**src/rtl/pending_drain.sv**
```systemverilog
// Batch serializer: captures N tagged entries + mask, issues pending entries one per cycle (lowest index first, or highest when REVERSE=1).
// Latency: first entry is presented the cycle after batch accept; one entry per cycle at full out_ready.
// Backpressure: outputs are held while out_ready is low; a new batch is taken only when idle or on the last handshake. Optional perf counters: PENDING_DRAIN_PERF_EN.
module pending_drain #(
    parameter int N       = 4,
    parameter int DATAW   = 8,
    parameter int REVERSE = 0,
    parameter int LOGN    = (N > 1) ? $clog2(N) : 1
) (
    input  logic                 clk,
    input  logic                 reset_n,
    input  logic                 in_valid,
    output logic                 in_ready,
    input  logic [N-1:0]         in_mask,
    input  logic [N*DATAW-1:0]   in_data,
    output logic                 out_valid,
    input  logic                 out_ready,
    output logic [DATAW-1:0]     out_data,
    output logic [LOGN-1:0]      out_index,
    output logic                 out_last
`ifdef PENDING_DRAIN_PERF_EN
    ,
    output logic [31:0]          perf_stalls,
    output logic [31:0]          perf_batches
`endif
);

    logic [N-1:0]            pmask_q, pmask_d;
    logic [N-1:0][DATAW-1:0] dreg_q;
    logic [LOGN-1:0]         sel;
    logic [N-1:0]            sel_oh;
    logic                    handshake;
    logic                    accept;

    // Later iterations override earlier ones, so the scan order picks the winner.
    always_comb begin
        sel    = '0;
        sel_oh = '0;
        if (REVERSE != 0) begin
            for (int i = 0; i < N; i++) begin
                if (pmask_q[i]) begin
                    sel       = LOGN'(i);
                    sel_oh    = '0;
                    sel_oh[i] = 1'b1;
                end
            end
        end else begin
            for (int i = N - 1; i >= 0; i--) begin
                if (pmask_q[i]) begin
                    sel       = LOGN'(i);
                    sel_oh    = '0;
                    sel_oh[i] = 1'b1;
                end
            end
        end
    end

    assign out_valid = |pmask_q;
    assign out_index = sel;
    assign out_data  = dreg_q[sel];
    assign out_last  = out_valid && ((pmask_q & ~sel_oh) == '0);
    assign handshake = out_valid & out_ready;
    assign in_ready  = ~out_valid | (handshake & out_last);
    assign accept    = in_valid & in_ready;

    // A batch arriving on the last handshake replaces the clear of the final bit.
    always_comb begin
        pmask_d = pmask_q;
        if (accept) begin
            pmask_d = in_mask;
        end else if (handshake) begin
            pmask_d = pmask_q & ~sel_oh;
        end
    end

    always_ff @(posedge clk or negedge reset_n) begin
        if (!reset_n) begin
            pmask_q <= '0;
        end else begin
            pmask_q <= pmask_d;
        end
    end

    always_ff @(posedge clk) begin
        if (accept) begin
            for (int i = 0; i < N; i++) begin
                dreg_q[i] <= in_data[i*DATAW +: DATAW];
            end
        end
    end

`ifdef PENDING_DRAIN_PERF_EN
    logic [31:0] stalls_q, batches_q;

    always_ff @(posedge clk or negedge reset_n) begin
        if (!reset_n) begin
            stalls_q  <= '0;
            batches_q <= '0;
        end else begin
            if (out_valid && !out_ready && !(&stalls_q)) begin
                stalls_q <= stalls_q + 32'd1;
            end
            if (accept && (|in_mask) && !(&batches_q)) begin
                batches_q <= batches_q + 32'd1;
            end
        end
    end

    assign perf_stalls  = stalls_q;
    assign perf_batches = batches_q;
`endif

endmodule

```
**config.mk**
```make
export PLATFORM = sky130hd
export DESIGN_NAME = pending_drain
export DESIGN_NICKNAME = d
export VERILOG_FILES = /design/src/rtl/pending_drain.sv
export SDC_FILE = /design/constraint.sdc
export NUM_CORES = 1
export LEC_CHECK = 0
export ABC_AREA = 1
export CAP_MARGIN = 40
export CORE_MARGIN = 2
export CORE_UTILIZATION = 39
export DETAILED_ROUTE_END_ITERATION = 10
export PLACE_DENSITY = 0.74
export SYNTH_ARGS = -nofsm -noshare
export SYNTH_HDL_FRONTEND = slang
export SYNTH_SLANG_ARGS = --single-unit
```
**constraint.sdc**
```tcl
create_clock -name clk -period 2 [get_ports clk]
set_clock_uncertainty 0.1 [all_clocks]
set_input_delay 0.2 -clock clk [delete_from_list [all_inputs] [get_ports clk]]
set_output_delay 0.2 -clock clk [all_outputs]
set_load 0.005 [all_outputs]
```
==> flow_metrics.tcl <==
set metrics [dict create \
    num_rows 22 \
    ant_nets 0 \
    postSynthCellCount 120 \
    final_common_cell "clkdlybuf4s50_1" \
    cpMaxStageDelayCell "dfrtp_1" \
    r2r-start "pmask_q[1]" \
    syn_area_per_cell_um2 12.3 \
    worst_slew_pin_slew_ns 0.281 \
    via_per_inst 4.96 \
    worstHoldStart "in_data[9]" \
    drive_gt1_share_pct 29.7 \
    gp_congestion 0.814 \
    layout.nets 242 \
    htree_levels 2 \
    cts_max_path_buffers 2 \
    timing.final.crit_share_pct 104 \
    antenna_found_initial 0 \
    setup_viol 2 \
    hold_viol 0 \
    diodes 0 \
    clk_latency_ns 0.29 \
    path_common_cell "buf_6" \
    vias 1241 \
    ir_drop_v 0.000822 \
    crit_path_max_incr_delay_ns 0.42 \
    power.density_nw_per_um2 1640 \
    crit_path_end_kind "output port" \
    rsz0062_at_grt "yes" \
    grt_max_degree 18 \
    seqPwrFrac_pct 30.0 \
    hold_class "in2reg" \
    p_sw_share_pct 37.7 \
    final.min_clock_period_ns 2.07 \
    die_h_um 65.4 \
    yosys-top-cells-area "edfxtp_1 65%, nor2_1 6.9%, dfrtp_1 6.8%" \
    floorplan.initialDensity_pct 40.5 \
    ys_ff_latch 36 \
    setup_ws_ns -0.0719 \
    fin_tns_setup_ns -0.0876 \
    cts_root_buffer "clkbuf_8" \
    placed_cell_area_um2 2120 \
    synth_largest_area_cell "edfxtp_1" \
    total_power_w 0.00390 \
    layoutNonFillerInstCount 250 \
    dp_hpwl_um 2410 \
    net-switching-power_w 0.00147 \
    cts_buffers 5 \
    crit_arrival_ns 1.77 \
    coreArea_um2 3630 \
    die-area_um2 4280 \
    cp_max_fo 3 \
    num_io_pins 53 \
    fmax_mhz 483 \
    p_leak_nw 0.925 \
    drv_cap 0 \
    crit_chain "nor2_2 -> nor3_4 -> buf_4 -> buf_6 -> buf_6 -> o21ai_2 -> o22ai_1 -> buf_2" \
    violations "negative setup slack" \
    critPathLaunchType "flop" \
    grt_pass1_vias 1278 \
    yosysSeqAreaShare_pct 72.2 \
    share_comb_of_total_power_pct 57.6 \
    slew_viol_final 0 \
    clkTransAtPathRegs_ns 0.07 \
    startpoint "pmask_q[2]" \
    syn2layout_area_growth_pct 61.9 \
    portBuffers 52 \
    totalWireLength_um 3940 \
    drt-pass1-iter-count 4 \
    p_int_w 0.00243 \
    slew_headroom_pct 81.3 \
    critPathRequiredTime_ns 1.70 \
    status "finished with violations" \
    mostFrequentLayoutCells "40 x clkdlybuf4s50_1, 32 x edfxtp_1, 25 x nor2_1" \
    num-fill-cells 275 \
    synthDistinctLibCells 20 \
    stdcell_area_um2 2380 \
    pwr-share-clk_pct 12.4 \
    path_class "reg2out" \
    syn_area_um2 1470 \
    track_usage_pct 19.0 \
    synth_top_area_share_pct 65.4 \
    wl_per_cell_um 15.8 \
    grt_pass1_wl_um 5770 \
    grt_remaining_overflow 0 \
    cts_sinks 36 \
    drc 0 \
    ys_warn_count 0 \
    dieWidth_um 65.4 \
    cts_tree "done" \
    first_iter_violations 110 \
    dp.cells 226 \
    syn_nets 160 \
]
==> critical path: cells and delay by family (launching register included) <==
family	cells	cell delay, ns
buffers and inverters	4	0.48
DFF	1	0.42
AOI/OAI and AO/OA	2	0.23
and+or+nand+nor	2	0.35
==> per-layer routing <==
metal  GRT usage, %  vias to the layer above  part of all wire (%)
met4           13.5                        0                   3.7
met5              0                        -                     0
met1           17.7                      579                    35
li1               -                      593                     -
met2           34.3                       56                    55
met3           6.34                       13                   6.4
==> sequential cells by signal, summed over array words and instances (netlist names) <==
register / cells
dreg_q: 32
pmask_q: 4
==> area by class of cell <==
type                            instances  area [um2]  share of cell area, %
Inverter                                9        42.5                   1.79
Multi-Input combinational cell         73         402                   16.9
Clock buffer                            6        72.6                   3.05
Clock inverter                          1        5.00                  0.210
Tap cell                               48        60.1                   2.52
Timing Repair Buffer                   77         734                   30.9
Sequential cell                        36        1060                   44.7
==> cells by family after synthesis <==
logic type	count (synthesis)	synth area share, %
compound gates	28	11.0
buf+inv	11	3.66
flops	36	72.2
simple gates	45	13.2
==> power by group through the flow <==
stage | combinational, W | clock [W] | sequential, W
after floorplan | 0.000891 | 0 | 0.00116
after global placement | 0.00183 | 0 | 0.00115
after detailed placement | 0.00186 | 0 | 0.00116
after CTS | 0.00197 | 0.000482 | 0.00115
after global routing | 0.00243 | 0.000533 | 0.00119
final | 0.00225 | 0.000484 | 0.00117
==> metrics by stage <==
stage	hold slack, ns	util (%)	setup WS, ns
floorplan	-0.196	-	0.0336
global placement	0.314	58.4	0.0227
detailed placement	0.319	58.4	-0.0220
CTS	0.00917	62.6	-0.00901
global route	0.347	65.5	-0.146
finish	0.358	65.5	-0.0719
==> final timing paths <==
kind                                    end  slack, ns  cells past startpoint
worst max-delay path            out_data[6]      -0.07                      8
worst min-delay path              dreg_q[9]       0.36                      1
worst max register to register    dreg_q[4]          0                     10
worst min register to register   pmask_q[3]       0.51                      2
max in group asynchronous        pmask_q[1]       1.07                      2
min in group asynchronous        pmask_q[0]       0.55                      2
==> cell usage after synthesis, drive strengths merged <==
cell type  count
nand2         10
edfxtp        32
nand4          1
or2            1
o22ai          8
inv            8
nor3           1
a21oi          4
dfrtp          4
nor4           1
clkinv         1
nand3          3
nor2          28
buf            2
o21ai         16
==> repair_timing <==
item | in CTS | in global routing
pin swaps | 9 | 4
buffers inserted | 12 | 3
gates resized for setup | 46 | 16
endpoints found under the hold margin | 0 | 3
hold buffers | 0 | 1
endpoints found under the setup margin | 12 | 43
gates cloned | 0 | 1
No activity file was read; power rests on OpenSTA's default activity.
